## src/rtl/reg_w.sv

```systemverilog
// ---------------------------------------------------------------------------
// reg_w : MEM -> WB pipeline register of the 5-stage MIPS CPU.
//
// Captures the memory-stage control bits, the data-memory read result, the
// ALU result and the destination register number on each rising clk edge.
// It presents them to the write-back stage one cycle later. There is no
// combinational path from any input to any output.
//
// Parameters
//   DATA_W      width of the read-data and ALU-result paths (default 32)
//   REG_ADDR_W  width of the destination register number  (default 5)
//
// Ports
//   clk           system clock, rising-edge capture
//   rst           asynchronous active-high reset; all outputs 0 (bubble)
//   stall_w       1 = hold every output at its current value
//   flush_w       (only with REG_W_FLUSH_EN) 1 = load a bubble at the edge,
//                 taking priority over stall_w
//   reg_write_m   -> reg_write_w    register-file write enable
//   mem_to_reg_m  -> mem_to_reg_w   write-back select (1 = memory data)
//   jal_m         -> jal_w          jump-and-link marker
//   read_data_m   -> read_data_w    data-memory read result
//   alu_out_m     -> alu_out_w      ALU result / memory address
//   write_reg_m   -> write_reg_w    destination register number
//
// Optional feature macro: REG_W_FLUSH_EN (adds flush_w).
// Register-0 write suppression is left to the register file; a write_reg_m
// of 0 is passed through untouched.
// ---------------------------------------------------------------------------
module reg_w #(
  parameter int DATA_W     = 32,
  parameter int REG_ADDR_W = 5
) (
  input  logic                  clk,
  input  logic                  rst,
  input  logic                  stall_w,
`ifdef REG_W_FLUSH_EN
  input  logic                  flush_w,
`endif
  input  logic                  reg_write_m,
  input  logic                  mem_to_reg_m,
  input  logic                  jal_m,
  input  logic [DATA_W-1:0]     read_data_m,
  input  logic [DATA_W-1:0]     alu_out_m,
  input  logic [REG_ADDR_W-1:0] write_reg_m,
  output logic                  reg_write_w,
  output logic                  mem_to_reg_w,
  output logic                  jal_w,
  output logic [DATA_W-1:0]     read_data_w,
  output logic [DATA_W-1:0]     alu_out_w,
  output logic [REG_ADDR_W-1:0] write_reg_w
);

  // Flush is tied off in the default build so the priority chain below reads
  // the same in both configurations.
  logic flush;
`ifdef REG_W_FLUSH_EN
  assign flush = flush_w;
`else
  assign flush = 1'b0;
`endif

  // Priority: rst > flush > stall > capture. The all-zero state is a bubble
  // because reg_write_w = 0 means nothing is written back.
  always_ff @(posedge clk or posedge rst) begin
    if (rst) begin
      reg_write_w  <= 1'b0;
      mem_to_reg_w <= 1'b0;
      jal_w        <= 1'b0;
      read_data_w  <= '0;
      alu_out_w    <= '0;
      write_reg_w  <= '0;
    end else if (flush) begin
      reg_write_w  <= 1'b0;
      mem_to_reg_w <= 1'b0;
      jal_w        <= 1'b0;
      read_data_w  <= '0;
      alu_out_w    <= '0;
      write_reg_w  <= '0;
    end else if (!stall_w) begin
      reg_write_w  <= reg_write_m;
      mem_to_reg_w <= mem_to_reg_m;
      jal_w        <= jal_m;
      read_data_w  <= read_data_m;
      alu_out_w    <= alu_out_m;
      write_reg_w  <= write_reg_m;
    end
  end

endmodule

```

## config.mk

```make
export PLATFORM = sky130hd
export DESIGN_NAME = reg_w
export DESIGN_NICKNAME = d
export VERILOG_FILES = /design/src/rtl/reg_w.sv
export SDC_FILE = /design/constraint.sdc
export NUM_CORES = 1
export LEC_CHECK = 0
export BUFFER_PORTS_ARGS = -buffer_cell sky130_fd_sc_hd__buf_4
export CAP_MARGIN = 20
export CORE_ASPECT_RATIO = 0.5
export CORE_MARGIN = 3
export CORE_UTILIZATION = 41
export DETAILED_ROUTE_END_ITERATION = 8
export PLACE_DENSITY = 0.83
export SLEW_MARGIN = 15
export SYNTH_ARGS = -nofsm -noshare
export SYNTH_HDL_FRONTEND = slang
export SYNTH_SLANG_ARGS = --single-unit
```

## constraint.sdc

```tcl
create_clock -name clk -period 1.97 [get_ports clk]
set_input_delay 0.197 -clock clk [delete_from_list [all_inputs] [get_ports clk]]
set_output_delay 0.197 -clock clk [all_outputs]
set_load 0.005 [all_outputs]
```

==> impl_metrics.tcl, run 1 <==
set metrics [dict create \
    status "finished, final reports clean" \
    post-cts-setup-buffers 0 \
    critical_path_class "flip-flop to primary output" \
    drtIter0Drc 50 \
    rsz0062_at_grt "false" \
    synth_cell_type_count 6 \
    die_w_um 128 \
    intPower_mw 3.36 \
    whs_ns 0.105 \
    grt-ovfl-total 0 \
    stdcell_count 405 \
    vias 1827 \
    dp_slack_ns 0.679 \
    yosysSeqAreaShare_pct 59.5 \
    dr.pass1.iters 4 \
    synth_compound_area_share_pct 0 \
    cp_slowest_cell "dfrtp_1" \
    swShare_pct 21.1 \
    cts_max_path_buffers 2 \
    synth-seq-cells 72 \
    p_total_mw 4.26 \
    finalSetupViolations 0 \
    leakage_nw 2.33 \
    cp_cell_sequence "buf_4" \
    power_density_mw_per_mm2 942 \
    dieHeight_um 66.8 \
    portBuffers 146 \
    tritoncts "built" \
    post_cts_resize_count 0 \
    r2r_slack_ns 1.19 \
    n_antenna_cell 0 \
    period_share_pct 53.7 \
    fmax_mhz 945 \
    p_clk_share_pct 42.9 \
    start_util_pct 43.9 \
    avgSynthCellArea_um2 19.8 \
    slew_viol_final 0 \
    dieArea_mm2 0.00852 \
    synthMuxAreaShare_pct 35.4 \
    synth_top_family_by_area "multiplexers" \
    cts_max_level 3 \
    yosys.area_share.simple_pct 0 \
    grt_usage_pct 16.4 \
    critPathMaxStageDelay_ns 0.40 \
    cp_num_buf_inv 1 \
    synth_xor_xnor_area_share_pct 0 \
    fin_nets 383 \
    p_seq_share_pct 40.4 \
    post_dp_cell_area_mm2 0.00417 \
    p_comb_share_pct 16.7 \
    finalHoldViolCount 0 \
    drv_cap 0 \
    routed_via_density 4.51 \
    crit_family "flip-flops" \
    cp-end-kind "primary output" \
    maxSlewHeadroom_pct 66.6 \
    holdBufCountCts 1 \
    wl_per_cell_um 17.1 \
    min_period_ns 1.06 \
    holdPathStages 2 \
    antenna_found_initial 0 \
    hpwl_mm 5.19 \
    yosys_warnings 0 \
    startpoint_type "flip-flop" \
    cp.required_ns 1.77 \
    clock_latency_ns 0.32 \
    cts_root_buf "clkbuf_16" \
    critPathMaxFanout 2 \
    design_area_mm2 0.00452 \
    grt_pass1_wl_mm 10.7 \
    ant_nets 0 \
    ios 147 \
    r2r_cells 1 \
    clock_sinks 72 \
    area_growth_pct 49.3 \
    crit_arrival_ns 0.86 \
    path_clk_slew_ns 0.06 \
    drc 0 \
    grt_pass1_vias 2025 \
    power.switching_mw 0.900 \
    core_area_mm2 0.00691 \
    grt_max_degree 41 \
    final_util_pct 65.5 \
    synth_nets 228 \
    worstMarginPinSlew_ns 0.500 \
    routed_wl_mm 6.91 \
    cts_buffers 9 \
    synthAdderAreaFrac_pct 0 \
    synthCells 153 \
    drive_gt1_share_pct 76.7 \
    worst_slack_ns 0.912 \
    hold_path_class "primary input to flip-flop" \
    finalClockSkew_ns 0 \
    gp_congestion 0.725 \
    place_inst 388 \
    ir_drop_mv 0.512 \
    crit_cells 1 \
    tns_ns 0 \
    syn_area_mm2 0.00303 \
    fp-row-count 21 \
]
==> Yosys cell counts <==
master   instances  area share (%)
inv_1            1            0.12
buf_12           7             4.6
buf_6            1            0.37
mux2_2           2            0.74
mux2_4          70              35
dfrtp_1         72              59
==> worst paths after layout <==
check	end	startpoint
setup / recovery	read_data_w[5]	read_data_w[5]
hold reg to reg	mem_to_reg_w	mem_to_reg_w
setup reg to reg	read_data_w[5]	read_data_w[5]
min in group asynchronous	alu_out_w[8]	rst
max in group asynchronous	mem_to_reg_w	rst
hold / removal	alu_out_w[4]	alu_out_m[4]
==> cell type report <==
type,instances,area (um^2)
flip-flops and latches,72,1800
well taps,92,115
multi-input cells,72,1070
fillers,479,2390
repair buffers,152,1180
clock inverters,7,120
clock buffers,9,225
inverters,1,7.51
==> placed cells by master (no fill, tap or decap) <==
master / n
buf_12: 3
buf_4: 148
bufinv_16: 3
clkbuf_16: 9
clkinv_2: 1
clkinv_4: 2
clkinvlp_4: 2
dfrtp_1: 72
dlygate4sd3_1: 1
mux2_2: 2
mux2_4: 70
==> sequential cells by signal, indices dropped and copies added, names as in the netlist <==
signal        count
read_data_w      32
jal_w             1
write_reg_w       5
mem_to_reg_w      1
reg_write_w       1
alu_out_w        32
==> per-layer routing <==
| metal | vias to the layer above | track usage, % | routed length (um) |
|---|---|---|---|
| li1 | 847 | - | - |
| met1 | 920 | 18.5 | 2620 |
| met2 | 52 | 30.0 | 3870 |
| met3 | 8 | 4.56 | 319 |
| met4 | 0 | 6.22 | 104 |
| met5 | - | 0 | 0 |
==> power groups by stage <==
stage	registers (mW)	clock network (mW)	logic, mW
after floorplan	1.74	0	0.327
after global placement	1.74	0	0.701
after detailed placement	1.74	0	0.721
after CTS	1.72	1.87	0.724
after global routing	1.74	1.94	0.760
final	1.72	1.83	0.711
==> cells by family after synthesis <==
logic type  after synthesis
mux                      72
flops                    72
buf+inv                   9
Power figures use the tool's default switching activity.
==> run 2, diff against run 1 <==
--- a/config.mk
+++ b/config.mk
@@ -5,11 +5,12 @@
 export SDC_FILE = /design/constraint.sdc
 export NUM_CORES = 1
 export LEC_CHECK = 0
+export ABC_AREA = 1
 export BUFFER_PORTS_ARGS = -buffer_cell sky130_fd_sc_hd__buf_4
 export CAP_MARGIN = 20
 export CORE_ASPECT_RATIO = 0.5
 export CORE_MARGIN = 3
-export CORE_UTILIZATION = 41
+export CORE_UTILIZATION = 40
 export DETAILED_ROUTE_END_ITERATION = 8
 export PLACE_DENSITY = 0.83
 export SLEW_MARGIN = 15
==> constraint.sdc (replaced) <==
create_clock -name clk -period 0.9 [get_ports clk]
set_input_delay 0.09 -clock clk [delete_from_list [all_inputs] [get_ports clk]]
set_output_delay 0.09 -clock clk [all_outputs]
set_load 0.005 [all_outputs]
==> run 2 against run 1 <==
Compared with the run above: the flow now finishes with violations (negative setup slack); register-to-register slack lost 1.2 ns; utilization grew 22 points; via count grew 82%; die area shrank 6.4%; sequential power grew 120%; final area grew 23%; non-clock buffer count grew 114; clock power grew 100%; setup slack lost 1.0 ns; count of clock-buffer cells in the layout grew 4; highest routed layer unchanged.
==> impl_metrics.tcl, run 2 <==
set metrics [dict create \
    status "finished, violations left" \
    violations "negative setup slack" \
    syn_area_mm2 0.00275 \
    synthTopCellsByCount "nand2_1, dfrtp_1, buf_6" \
    cp_slowest_cell "dfrtp_1" \
    synth_top_area_share_pct 65.5 \
    yosys_warnings 0 \
    n_antenna_cell 0 \
    synth_enable_flop_cells 0 \
    vias 3325 \
    yosysSeqAreaShare_pct 65.5 \
    fillCellCount 268 \
    synth_cell_type_count 7 \
    grt_pass1_wl_mm 18.2 \
    drive_gt1_share_pct 37.2 \
    leakage_nw 3.01 \
    dr.pass1.iters 7 \
    antenna_found_initial 0 \
    cts_max_level 3 \
    tns_ns -3.42 \
    drc 0 \
    area_growth_pct 102 \
    wl_per_cell_um 19.3 \
    clock_sinks 72 \
    place_inst 532 \
    finalClockSkew_ns 0 \
    final_common_cell "nand2_1" \
    final_cell_mix "nand2_1, buf_4, dlygate4sd3_1" \
    crit_family "flip-flops" \
    path_clk_slew_ns 0.06 \
    ios 147 \
    crit_arrival_ns 0.91 \
    fin_nets 642 \
    dp_slack_ns 0.123 \
    maxSlewHeadroom_pct 78.3 \
    avgSynthCellArea_um2 9.03 \
    cts_buffers 9 \
    startpoint_type "flip-flop" \
    grt_usage_pct 30.6 \
    top_regs "alu_out_w: 32 flops, read_data_w: 32 flops, write_reg_w: 5 flops" \
    cts_root_buf "clkbuf_16" \
    grt-ovfl-total 0 \
    synth_area_leaders "dfrtp_1, nand2_1, buf_6" \
    period_share_pct 111 \
    synth_largest_area_cell "dfrtp_1" \
    gp_congestion 0.758 \
    whs_ns 0.119 \
    design_area_mm2 0.00555 \
    post_dp_cell_area_mm2 0.00395 \
    worst_slack_ns -0.0990 \
    power_density_mw_per_mm2 1720 \
    portBuffers 146 \
    start_util_pct 43.3 \
    final_util_pct 87.3 \
    finalHoldViolCount 0 \
    cp.required_ns 0.81 \
    finalSetupViolations 76 \
    clock_latency_ns 0.34 \
    fmax_mhz 1000 \
    synthCells 305 \
    hold_path_class "primary input to flip-flop" \
    routed_wl_mm 12.8 \
    dieHeight_um 64.7 \
    fp-row-count 20 \
    cp_num_buf_inv 1 \
    core_area_mm2 0.00636 \
    ir_drop_mv 1.62 \
    worstMarginPinSlew_ns 0.326 \
    cts_max_path_buffers 2 \
    cp_cell_sequence "buf_6" \
    synth-seq-cells 72 \
    critPathMaxFanout 2 \
    synthArstFlopShare_pct 100 \
    cp-end-kind "primary output" \
    drv_cap 0 \
    min_period_ns 0.999 \
    p_total_mw 9.55 \
    drtIter0Drc 344 \
    hpwl_mm 5.32 \
    synth_flop_cell "dfrtp_1" \
    ant_nets 0 \
    tritoncts "built" \
    synth_nets 380 \
    synth.most_common_cell "nand2_1" \
    grt_pass1_vias 3362 \
    rsz0062_at_grt "true" \
    slew_viol_final 0 \
    routed_via_density 5.04 \
    grt_max_degree 42 \
    stdcell_count 660 \
    dieArea_mm2 0.00797 \
    critical_path_class "flip-flop to primary output" \
    die_w_um 123 \
    critPathMaxStageDelay_ns 0.43 \
]
run 2: changes by cell type in the layout (fill, tap and decap cells not counted), sizes merged, moves of 2 or more:
cell / previous run / this run
nand2: 0 / 216
mux2: 72 / 0
buf: 151 / 193
clkbuf: 9 / 13
bufinv: 3 / 1
dlygate4sd3: 1 / 73
run 2: cell type report:
type                    instances  area (um^2)  area share [%]
inverters                       2         16.3           0.293
multi-input cells             216          821            14.8
flip-flops and latches         72         1800            32.5
well taps                      88          110            1.98
clock buffers                  13          260            4.69
repair buffers                266         2500            45.1
clock inverters                 3         40.0           0.722
run 2: power breakdown:
part	internal [mW]	switching [mW]	leakage, nW
clock	2.29	1.40	0.150
sequential	3.53	0.250	0.877
combinational	1.27	0.803	1.98
run 2: worst paths after layout:
| kind | slack [ns] | startpoint | to | cells past startpoint |
|---|---|---|---|---|
| min in group asynchronous | 0.43 | rst | alu_out_w[0] | 4 |
| setup / recovery | -0.1 | read_data_w[1] | read_data_w[1] | 1 |
| hold / removal | 0.12 | stall_w | read_data_w[15] | 4 |
| max in group asynchronous | 0.23 | rst | alu_out_w[4] | 4 |
| hold reg to reg | 0.50 | read_data_w[18] | read_data_w[18] | 2 |
| setup reg to reg | -0.01 | read_data_w[1] | read_data_w[1] | 3 |
run 2: repair_timing:
action | in CTS | in global routing
hold endpoints to repair | 144 | 0
endpoints found under the setup margin | 72 | 72
resized for setup | 72 | 4
buffers inserted | 18 | 21
pin swaps | 0 | 3
hold buffers | 73 | 0
run 2: cell families (layout without fill, tap and decap cells):
family / Yosys count / in the layout / synth area share (%)
simple gates: 216 / 216 / 29.5
flops: 72 / 72 / 65.5
buf+inv: 17 / 284 / 5.09
run 2: metal layers:
| metal | vias to the layer above | routed length [um] | GRT usage (%) |
|---|---|---|---|
| li1 | 1434 | - | - |
| met3 | 55 | 829 | 7.06 |
| met1 | 1619 | 4750 | 35.7 |
| met2 | 217 | 6550 | 53.8 |
| met4 | 0 | 633 | 14.3 |
| met5 | - | 0 | 0 |
